[config.mk]
export PLATFORM = sky130hd
export DESIGN_NAME = fifo_wr_arbiter
export DESIGN_NICKNAME = d
export VERILOG_FILES = /design/src/rtl/fifo_arb_pkg.sv /design/src/rtl/fifo_wr_arbiter_rr_arb_pick.sv /design/src/rtl/fifo_wr_arbiter.sv
export SDC_FILE = /design/constraint.sdc
export NUM_CORES = 1
export LEC_CHECK = 0
export BUFFER_PORTS_ARGS = -buffer_cell sky130_fd_sc_hd__buf_4
export CAP_MARGIN = 20
export CORE_ASPECT_RATIO = 0.75
export CORE_MARGIN = 3
export CORE_UTILIZATION = 45
export CTS_BUF_LIST = sky130_fd_sc_hd__clkbuf_4 sky130_fd_sc_hd__clkbuf_8
export DETAILED_ROUTE_END_ITERATION = 8
export GPL_TIMING_DRIVEN = 0
export PLACE_DENSITY = 0.87
export SLEW_MARGIN = 30
export SYNTH_ARGS = -nofsm -noshare
export SYNTH_HDL_FRONTEND = slang
export SYNTH_SLANG_ARGS = --single-unit
[constraint.sdc]
create_clock -name wr_clk -period 2.94 [get_ports wr_clk]
set_input_delay 0.882 -clock wr_clk [delete_from_list [all_inputs] [get_ports wr_clk]]
set_output_delay 0.882 -clock wr_clk [all_outputs]
set_load 0.01 [all_outputs]
[src/rtl/fifo_arb_pkg.sv]
// Shared definitions for the FIFO write-side arbiter.
//   arb_state_e : two-state arbiter FSM encoding (ST_IDLE / ST_GRANT)
//   arb_clog2   : index width for a requester count (minimum 1 bit)
package fifo_arb_pkg;

  typedef enum logic {
    ST_IDLE  = 1'b0,
    ST_GRANT = 1'b1
  } arb_state_e;

  function automatic int unsigned arb_clog2(input int unsigned n);
    int unsigned w;
    w = 0;
    for (int unsigned v = 1; v < n; v = v << 1) begin
      w = w + 1;
    end
    return (w == 0) ? 1 : w;
  endfunction

endpackage

[src/rtl/fifo_wr_arbiter_rr_arb_pick.sv]
// Round-robin requester picker (purely combinational).
//   req_valid  in  NUM_REQ  per-requester valid
//   last_owner in  REQ_W    most recent owner; search starts at last_owner+1
//   pick       out REQ_W    first valid index at or after last_owner+1 (mod NUM_REQ)
//   any        out 1        at least one requester valid
module rr_arb_pick
  import fifo_arb_pkg::*;
#(
  parameter int unsigned NUM_REQ = 4,
  parameter int unsigned REQ_W   = arb_clog2(NUM_REQ)
) (
  input  logic [NUM_REQ-1:0] req_valid,
  input  logic [REQ_W-1:0]   last_owner,
  output logic [REQ_W-1:0]   pick,
  output logic               any
);

  int unsigned idx;

  // Offsets 1..NUM_REQ visit every lane once, ending on last_owner itself.
  always_comb begin
    pick = '0;
    any  = 1'b0;
    idx  = 0;
    for (int unsigned k = 1; k <= NUM_REQ; k++) begin
      idx = (32'(last_owner) + k) % NUM_REQ;
      if (!any && req_valid[idx[REQ_W-1:0]]) begin
        any  = 1'b1;
        pick = idx[REQ_W-1:0];
      end
    end
  end

endmodule

[src/rtl/fifo_wr_arbiter.sv]
// Round-robin write-port arbiter sharing one FIFO write port between NUM_REQ
// producers, with a registered write stage and combinational full throttling.
// Build option: define FIFO_ARB_BURST_EN for bursts of up to MAX_BURST words
// per grant (ended early by req_last); otherwise each grant carries one word.
//   wr_clk      in  1                   clock
//   reset       in  1                   synchronous, active-high
//   req_valid   in  NUM_REQ             lane i holds a word
//   req_data    in  NUM_REQ*WORD_WIDTH  lane i at [i*WORD_WIDTH +: WORD_WIDTH]
//   req_last    in  NUM_REQ             word on lane i ends its burst
//   req_ready   out NUM_REQ             combinational accept, one-hot or zero
//   fifo_full   in  1                   FIFO full flag
//   fifo_wr_en  out 1                   registered FIFO write enable
//   fifo_din    out WORD_WIDTH          registered FIFO write data
//   grant_id    out REQ_W               current / most recent owner
//   busy        out 1                   high while in GRANT
module fifo_wr_arbiter
  import fifo_arb_pkg::*;
#(
  parameter int unsigned NUM_REQ    = 4,
  parameter int unsigned WORD_WIDTH = 16,
  parameter int unsigned REQ_W      = arb_clog2(NUM_REQ),
  parameter int unsigned MAX_BURST  = 8,
  parameter int unsigned BURST_W    = 4
) (
  input  logic                          wr_clk,
  input  logic                          reset,
  input  logic [NUM_REQ-1:0]            req_valid,
  input  logic [NUM_REQ*WORD_WIDTH-1:0] req_data,
  input  logic [NUM_REQ-1:0]            req_last,
  output logic [NUM_REQ-1:0]            req_ready,
  input  logic                          fifo_full,
  output logic                          fifo_wr_en,
  output logic [WORD_WIDTH-1:0]         fifo_din,
  output logic [REQ_W-1:0]              grant_id,
  output logic                          busy
);

  arb_state_e             state_q, state_d;
  logic [REQ_W-1:0]       owner_q, owner_d;
  logic [REQ_W-1:0]       last_owner_q, last_owner_d;
  logic [REQ_W-1:0]       pick;
  logic                   any;
  logic                   owner_valid;
  logic [WORD_WIDTH-1:0]  owner_data;
  logic                   accept;
  logic                   release_grant;
  logic                   burst_end;

`ifdef FIFO_ARB_BURST_EN
  logic [BURST_W-1:0]     beat_cnt_q, beat_cnt_d;
  logic                   owner_last;

  assign burst_end = owner_last ||
                     ((beat_cnt_q + BURST_W'(1)) == BURST_W'(MAX_BURST));
`else
  logic                   unused_cfg;

  assign burst_end  = 1'b1;
  assign unused_cfg = ^{req_last, BURST_W'(MAX_BURST)};
`endif

  rr_arb_pick #(
    .NUM_REQ (NUM_REQ),
    .REQ_W   (REQ_W)
  ) u_pick (
    .req_valid  (req_valid),
    .last_owner (last_owner_q),
    .pick       (pick),
    .any        (any)
  );

  // Owner lane select.
  always_comb begin
    owner_valid = 1'b0;
    owner_data  = '0;
`ifdef FIFO_ARB_BURST_EN
    owner_last  = 1'b0;
`endif
    for (int unsigned i = 0; i < NUM_REQ; i++) begin
      if (owner_q == REQ_W'(i)) begin
        owner_valid = req_valid[i];
        owner_data  = req_data[i*WORD_WIDTH +: WORD_WIDTH];
`ifdef FIFO_ARB_BURST_EN
        owner_last  = req_last[i];
`endif
      end
    end
  end

  // State register plus registered write stage.
  always_ff @(posedge wr_clk) begin
    if (reset) begin
      state_q      <= ST_IDLE;
      owner_q      <= '0;
      last_owner_q <= REQ_W'(NUM_REQ - 1);
      fifo_wr_en   <= 1'b0;
      fifo_din     <= '0;
`ifdef FIFO_ARB_BURST_EN
      beat_cnt_q   <= '0;
`endif
    end else begin
      state_q      <= state_d;
      owner_q      <= owner_d;
      last_owner_q <= last_owner_d;
      fifo_wr_en   <= accept;
      if (accept) begin
        fifo_din <= owner_data;
      end
`ifdef FIFO_ARB_BURST_EN
      beat_cnt_q   <= beat_cnt_d;
`endif
    end
  end

  // Next-state logic.
  always_comb begin
    state_d      = state_q;
    owner_d      = owner_q;
    last_owner_d = last_owner_q;
`ifdef FIFO_ARB_BURST_EN
    beat_cnt_d   = beat_cnt_q;
`endif
    case (state_q)
      ST_IDLE: begin
        if (any) begin
          state_d = ST_GRANT;
          owner_d = pick;
`ifdef FIFO_ARB_BURST_EN
          beat_cnt_d = '0;
`endif
        end
      end
      ST_GRANT: begin
`ifdef FIFO_ARB_BURST_EN
        if (accept) begin
          beat_cnt_d = beat_cnt_q + BURST_W'(1);
        end
`endif
        if (release_grant) begin
          state_d      = ST_IDLE;
          last_owner_d = owner_q;
        end
      end
    endcase
  end

  // Outputs. A dropped valid releases even while full; a full stall holds owner.
  always_comb begin
    busy          = (state_q == ST_GRANT);
    accept        = busy && owner_valid && !fifo_full;
    release_grant = busy && (!owner_valid || (accept && burst_end));
    req_ready     = '0;
    if (busy && !fifo_full) begin
      req_ready[owner_q] = 1'b1;
    end
  end

  assign grant_id = owner_q;

endmodule

## After elaboration in Yosys (flattened, before gate mapping)

Index checks and enable logic that the tools add are counted.
W data, S select, Z words.

- Register bits after elaboration: 22
- Input bits: 75
- Output and inout bits: 24

- $add $sub $neg: 4
- Magnitude comparators: 6
- Equality and inequality tests: 3
- Multiplexer cells: 30
- Bitwise gates (word level): 1
- Reduce and logical (&&, ||, !) cells: 17

Operator list:

| kind | count |
|---|---|
| $mux W16 | 4 |
| $lt A2 B3 Y1 const B | 5 |
| $mux W1 | 15 |
| $bmux W1 S2 | 4 |
| $logic_and A1 B1 Y1 | 8 |
| $mux W2 | 4 |
| $logic_not A1 Y1 | 5 |
| $add A2 B1 Y2 const B | 2 |
| $add A2 B2 Y2 const B | 2 |
| $eq A2 B2 Y1 const B | 2 |
| $mux W4 | 1 |
| $reduce_and A2 Y1 | 2 |
| $demux W1 S2 | 1 |
| $eq A2 B1 Y1 const B | 1 |
| $ge A2 B1 Y1 const B | 1 |
| $logic_not A2 Y1 | 1 |
| $pmux W1 S2 | 1 |
| $logic_or A1 B1 Y1 | 1 |
| $not A1 Y1 | 1 |

## Longest topological paths before layout

Gate-level depths: netlist of run 1.

- Depth in word-level cells: 15
- Gate-level depth with buffers: 7
- Mapped depth without buffers: 4

## Cells and area by module

Synthesis of run 1 repeated with hierarchy kept, for this count alone.

- Cell total of the unflattened synthesis: 121
- Area, all modules: 1,355.0 um^2

Modules (own cells, without submodules):

| module | times used | cells an instance | area an instance (um^2) | seq. area each (um^2) |
|---|---|---|---|---|
| fifo_wr_arbiter | 1 | 107 | 1,263.7 | 440.4 |
| rr_arb_pick | 1 | 14 | 91.3 | 0.0 |

## Least setup slack after synthesis of run 1

Ideal clock, no wire load.

- Path type: input to output
- From: input port fifo_full
- To: output port req_ready[0]
- Data arrival time: 1.427 ns
- Data required time: 2.058 ns
- Setup slack: 0.631 ns
- Cell stages on the path: 2
- Buffers on the path: 0
- Cells stage by stage: or3b_4 > nor2_1

- Word-level cells in the longest chain between the ends: 3

RTL lines:

| element | RTL line | source |
|---|---|---|
| start, declared | fifo_wr_arbiter.sv:31 | `input logic fifo_full,` |
| $logic_not A1 Y1 | fifo_wr_arbiter.sv:153 | `if (busy && !fifo_full) begin` |
| $logic_and A1 B1 Y1 | fifo_wr_arbiter.sv:153 |  |
| $mux W4 | fifo_wr_arbiter.sv:153 |  |
| end, declared | fifo_wr_arbiter.sv:30 | `output logic [NUM_REQ-1:0] req_ready,` |

Every way passes these cells.

## Worst setup path after layout of run 1

- From: register owner_q[1], in the netlist grant_id[1]
- To: output port req_ready[3]

- Word-level cells in the longest chain between the ends: 5
- Elaborated cells between the ends (all ways): 6
- Those cells by class: order compare (2); mux (3); reduce/logical (1)

RTL lines:

| element | RTL line | source |
|---|---|---|
| start, declared | fifo_wr_arbiter.sv:39 | `logic [REQ_W-1:0] owner_q, owner_d;` |
| start signal, assigned | fifo_wr_arbiter.sv:103 | `owner_q <= owner_d;` |
| $lt A2 B3 Y1 (not written as such) or $ge A2 B1 Y1 (tied branches) | fifo_wr_arbiter.sv:154 | `req_ready[owner_q] = 1'b1;` |
| $logic_and A1 B1 Y1 (not written as such) | fifo_wr_arbiter.sv:154 |  |
| $mux W1 (not written as such) | fifo_wr_arbiter.sv:154 |  |
| $demux W1 S2 * | fifo_wr_arbiter.sv:154 |  |
| $mux W4 * | fifo_wr_arbiter.sv:153 |  |

Mark *: on every way between the ends. The rest lies on a longest branch, timed or not.

==> results of run 1 <==
==> sequential cells by signal, summed over array words and instances (netlist names) <==
| signal | cells |
|---|---|
| busy | 1 |
| fifo_din | 16 |
| fifo_wr_en | 1 |
| grant_id | 2 |
| last_owner_q | 2 |
==> path summary, 6_finish.rpt <==
check                      startpoint  slack, ns                  endpoint
max          grant_id[1]$_SDFFE_PP0P_       0.41              req_ready[3]
min reg2reg  fifo_din[7]$_SDFFE_PP0P_       0.51  fifo_din[7]$_SDFFE_PP0P_
min          fifo_din[7]$_SDFFE_PP0P_       0.51  fifo_din[7]$_SDFFE_PP0P_
max reg2reg  grant_id[1]$_SDFFE_PP0P_       1.09  fifo_din[1]$_SDFFE_PP0P_
==> layer usage <==
layer	GRT usage	part of all wire	up-vias
li1	-	-	642
met1	0.236	0.37	643
met2	0.403	0.52	76
met3	0.0616	0.10	4
met4	0.0485	0.0098	0
met5	0	0	-
==> worst max-delay path: stages (launching register included) <==
cell and delay (ns):
dfxtp_1 0.35, clkbuf_1 0.27, clkbuf_1 0.46, inv_2 0.07, nor2_1 0.12, buf_4 0.13
==> through the flow <==
step	util	hold slack, ns	total power [mW]
6_report	0.796	0.509	0.907
3_5_place_dp	0.770	0.492	0.636
5_1_grt	0.796	0.535	0.950
4_1_cts	0.796	0.516	0.914
2_1_floorplan	-	0.461	0.504
3_3_place_gp	0.770	0.479	0.625
==> power groups by stage <==
stage	Clock [mW]	Sequential [mW]	Combinational, mW
6_report	0.277	0.335	0.295
5_1_grt	0.296	0.338	0.316
4_1_cts	0.283	0.335	0.297
3_5_place_dp	0	0.342	0.295
3_3_place_gp	0	0.340	0.284
2_1_floorplan	0	0.347	0.158
==> kinds of logic after synthesis <==
kind of cell	synth area share
mux	0.406
buf+inv	0.0564
simple gates	0.132
flops	0.331
compound gates	0.0743
==> cells in the final DEF, fill, tap and decap left out, types with 2 or more instances in the layout <==
| master | count |
|---|---|
| nor3_1 | 2 |
| clkbuf_1 | 5 |
| mux4_2 | 16 |
| dfxtp_1 | 22 |
| nor2_1 | 22 |
| a21oi_1 | 2 |
| nand3b_1 | 3 |
| nor2b_1 | 3 |
| buf_2 | 2 |
| o221a_1 | 2 |
| inv_1 | 3 |
| o221ai_1 | 2 |
| mux2i_1 | 18 |
| nand2_1 | 3 |
| clkbuf_8 | 3 |
| buf_4 | 94 |
==> cell type report <==
cell class | instances | area share
multi-input cells | 83 | 0.378
repair buffers | 94 | 0.328
flip-flops and latches | 22 | 0.205
plain buffers | 9 | 0.0279
well taps | 36 | 0.0209
clock buffers | 3 | 0.0192
clock inverters | 1 | 0.0140
inverters | 4 | 0.00698
==> metrics.md, run 1 <==
| Metric | Value |
|---|---|
| Status | `finished clean` |
| CP Launch Type | `flip-flop` |
| HP Class | `flip-flop to flip-flop` |
| FP Rows | `16` |
| Clock tree from TritonCTS | `yes` |
| Maximum fanout along the worst path | `10` |
| Pre-CTS worst setup slack | `0.418 ns` |
| DRT iter0 DRCs | `29` |
| Vias | `1365` |
| Register area share after synthesis | `0.331` |
| Number of global-route vias before repair | `1276` |
| Multi-input gate area | `815 sq um` |
| DR DRC count | `0` |
| Root Driver | `clkbuf_8` |
| Yosys top cell area share | `0.331` |
| Logic pwr share | `0.326` |
| Starting Density | `0.492` |
| Synth Instances | `118` |
| Final period utilization | `0.861` |
| Worst Skew | `0.00693 ns` |
| Placed Area | `2080 sq um` |
| Setup bufs post-CTS | `0` |
| Critical path class | `flip-flop to output pin` |
| DIE AREA | `3650 sq um` |
| Crit end category | `output pin` |
| Global Route Usage Sum | `0.214` |
| Routed Antenna Nets | `0` |
| CTS Buf Count | `3` |
| Fin cells | `252` |
| Boundary Pins | `99` |
| Post-cts hold buffer count | `0` |
| RSZ-0062 raised after global routing | `false` |
| Pwr dens | `422 nW/um^2` |
| Clock slew at reported path FFs | `0.08 ns` |
| Worst-skew pair later-pin latency | `0.26 ns` |
| Syn_area_per_cell | `11.3 sq um` |
| Yosys reg bits | `22` |
| Ys flop type | `dfxtp_1` |
| GPL Wtd Cong | `0.868` |
| First-pass GRT wire length | `5.69 mm` |
| Final Hold Viols | `0` |
| Distinct cell type count after synthesis | `27` |
| Initial antenna violation count | `0` |
| Sw Ratio | `0.249` |
| Post-cts gate resize count | `0` |
| Worst reg2reg path depth | `5` |
| Internal | `0.682 mW` |
| Maximum VDD drop | `0.451 mV` |
| Die X | `68.8 um` |
| Chip height | `53.1 um` |
| Worst EP arrival | `1.65 ns` |
| Slew headroom | `0.622` |
| First-pass DRT Iterations | `4` |
| DR vias/cell | `5.42` |
| Req. time, crit path | `2.06 ns` |
| Period minus WS final | `2.53 ns` |
| Routed wire per std cell | `16.2 um` |
| CTS Sinks | `22` |
| Max Slew Vio Count | `0` |
| Core Region | `2700 sq um` |
| H-Tree Depth | `1` |
| Final nets | `292` |
| Worst setup margin | `0.408 ns` |
| Largest cells by area after synthesis | `dfxtp_1 (33%), mux4_2 (27%), mux2i_1 (14%)` |
| Net Count, Synth | `193` |
| Fraction of layout cells with a size suffix above 1 | `0.560` |
| Maxcap violations | `0` |
| Worst-Margin Slew | `0.567 ns` |
| Synthesis Warnings | `0` |
| Sequential Power Share | `0.369` |
| Area grow syn2layout | `61.8%` |
| Async SR Flop Fraction | `0` |
| Max Root-Sink Buffers | `2` |
| GRT overflow | `0` |
| Fill cell count | `176` |
| Final Setup Violations | `0` |
| Setup TNS Final | `0 ns` |
| # port buffers | `94` |
| Largest net degree at the start of global routing | `14` |
| Worst hold stages | `2` |
| Diode count | `0` |
| Clk pwr share | `0.305` |
| Wirelength, routed | `4.07 mm` |
| Fin area | `2150 sq um` |
| Reg area | `440 sq um` |
| Inst Count DP | `248` |
| Switching pwr | `0.226 mW` |
| Hpwl dp | `3.29 mm` |
| Leak | `0.944 nW` |
| Largest area contributor in the netlist | `dfxtp_1` |
| Post-synth EDFFs | `0` |
| Mapped cell area | `1330 sq um` |
| Max Freq | `395 MHz` |
| Most common library cells after synthesis | `dfxtp_1 (22), nor2_1 (22), mux2i_1 (18)` |
Power figures use the tool's default switching activity.
==> run 2: changes to the inputs <==
--- a/config.mk
+++ b/config.mk
@@ -10,7 +10,7 @@
 export CORE_ASPECT_RATIO = 0.75
 export CORE_MARGIN = 3
 export CORE_UTILIZATION = 45
-export CTS_BUF_LIST = sky130_fd_sc_hd__clkbuf_4 sky130_fd_sc_hd__clkbuf_8
+export CTS_BUF_LIST = sky130_fd_sc_hd__clkbuf_4
 export DETAILED_ROUTE_END_ITERATION = 8
 export GPL_TIMING_DRIVEN = 0
 export PLACE_DENSITY = 0.87
==> run 2 against run 1 <==
Net effect: sequential power about the same; critical path type unchanged; sequential share of layout area up 0.18 points; routed wire length decreased by 1.2%; clock-buffer cell count is the same; clock skew is 0.00070 ns higher.
==> metrics.md, run 2 (synthesized netlist as in run 1, its figures left out) <==
| Metric | Value |
|---|---|
| Setup TNS Final | `0 ns` |
| Inst Count DP | `248` |
| Commonest non-fill, non-tap cell in the layout | `buf_4` |
| Worst Skew | `0.00763 ns` |
| Final nets | `292` |
| CP Launch Type | `flip-flop` |
| Most flop-heavy register | `fifo_din` |
| Diode count | `0` |
| Clock tree from TritonCTS | `yes` |
| Max FFs per register | `16` |
| Fraction of layout cells with a size suffix above 1 | `0.560` |
| Maxcap violations | `0` |
| Initial antenna violation count | `0` |
| CTS Sinks | `22` |
| Largest net degree at the start of global routing | `14` |
| Hold Startpoint | `fifo_din[13]$_SDFFE_PP0P_` |
| GRT overflow | `0` |
| Worst hold stages | `2` |
| Req. time, crit path | `2.06 ns` |
| Most frequent cells in the layout | `buf_4 (94), nor2_1 (22), dfxtp_1 (22)` |
| Fin area | `2130 sq um` |
| Fin cells | `252` |
| Smallest hold slack | `0.522 ns` |
| Leak | `0.936 nW` |
| Max Root-Sink Buffers | `2` |
| Crit end category | `output pin` |
| H-Tree Depth | `1` |
| Post-cts gate resize count | `0` |
| Maximum fanout along the worst path | `10` |
| Final Setup Violations | `0` |
| Number of global-route vias before repair | `1256` |
| First-pass GRT wire length | `5.68 mm` |
| GPL Wtd Cong | `0.868` |
| Die X | `68.8 um` |
| Worst reg2reg path depth | `5` |
| Routed wire per std cell | `16.0 um` |
| Max Slew Vio Count | `0` |
| Final Hold Viols | `0` |
| Global Route Usage Sum | `0.214` |
| Met2 Wirelength | `2.10 mm` |
| Worst-Margin Slew | `0.567 ns` |
| HP Class | `flip-flop to flip-flop` |
| CTS Buf Count | `3` |
| Highest metal used | `met4` |
| Maximum VDD drop | `0.282 mV` |
| Critical path class | `flip-flop to output pin` |
| Period minus WS final | `2.59 ns` |
| Chip height | `53.1 um` |
| First-pass DRT Iterations | `4` |
| Routed Antenna Nets | `0` |
| WL met3 | `426 um` |
| DIE AREA | `3650 sq um` |
| Area grow syn2layout | `60.4%` |
| Met1 wire length | `1.47 mm` |
| Reg-to-reg startpoint | `grant_id[1]$_SDFFE_PP0P_` |
| Worst EP arrival | `1.71 ns` |
| Root Driver | `clkbuf_4` |
| RSZ-0062 raised after global routing | `false` |
| DR vias/cell | `5.40` |
| Placed Area | `2080 sq um` |
| CP startpoint | `grant_id[1]$_SDFFE_PP0P_` |
| Worst-skew pair later-pin latency | `0.31 ns` |
| DRT iter0 DRCs | `27` |
| Core Region | `2700 sq um` |
| # port buffers | `94` |
| Boundary Pins | `99` |
| Post-layout power | `0.862 mW` |
| Fill cell count | `183` |
| Wirelength, routed | `4.02 mm` |
| Pwr dens | `404 nW/um^2` |
| Post-cts hold buffer count | `0` |
| Slew headroom | `0.622` |
| Hpwl dp | `3.29 mm` |
| DR DRC count | `0` |
| Max Freq | `386 MHz` |
| Vias | `1361` |
| Setup bufs post-CTS | `0` |
| Starting Density | `0.492` |
| Clock slew at reported path FFs | `0.13 ns` |
| Final period utilization | `0.881` |
| Status | `finished clean` |
| FP Rows | `16` |
==> run 2: path summary, 6_finish.rpt <==
check / to / slack, ns
worst max register to register: fifo_din[1]$_SDFFE_PP0P_ / 1.09
worst max-delay path: req_ready[3] / 0.35
worst min-delay path: fifo_din[13]$_SDFFE_PP0P_ / 0.52
worst min register to register: fifo_din[13]$_SDFFE_PP0P_ / 0.52
==> run 2: critical path, stage by stage (launching register included) <==
cell      delay (ns)
dfxtp_1         0.37
clkbuf_1        0.26
clkbuf_1        0.45
inv_2           0.07
nor2_1          0.12
buf_4           0.13
==> run 2: area by class of cell <==
type / count / area, sq um / area share
inverter: 4 / 15.0 / 0.00704
clock buffer: 3 / 22.5 / 0.0106
tap: 36 / 45.0 / 0.0211
sequential: 22 / 440 / 0.206
multi-input combinational: 83 / 815 / 0.382
timing repair buffer: 94 / 706 / 0.331
clock inverter: 1 / 30.0 / 0.0141
buffer: 9 / 60.1 / 0.0282
==> run 2: layer usage <==
metal  track usage  vias up
li1              -      640
met1         0.241      642
met2         0.403       75
met3        0.0531        4
met4        0.0485        0
met5             0        -
==> run 2: where the power goes <==
part,internal (mW),switching [mW]
Sequential,0.318,0.0173
Clock,0.138,0.0949
Combinational,0.182,0.112
Total,0.638,0.224
==> run 2: per-stage QoR <==
stage,setup slack [ns],utilization
after floorplan,0.631,-
after global placement,0.450,0.770
after detailed placement,0.418,0.770
after CTS,0.343,0.789
after global routing,0.220,0.789
final,0.349,0.789
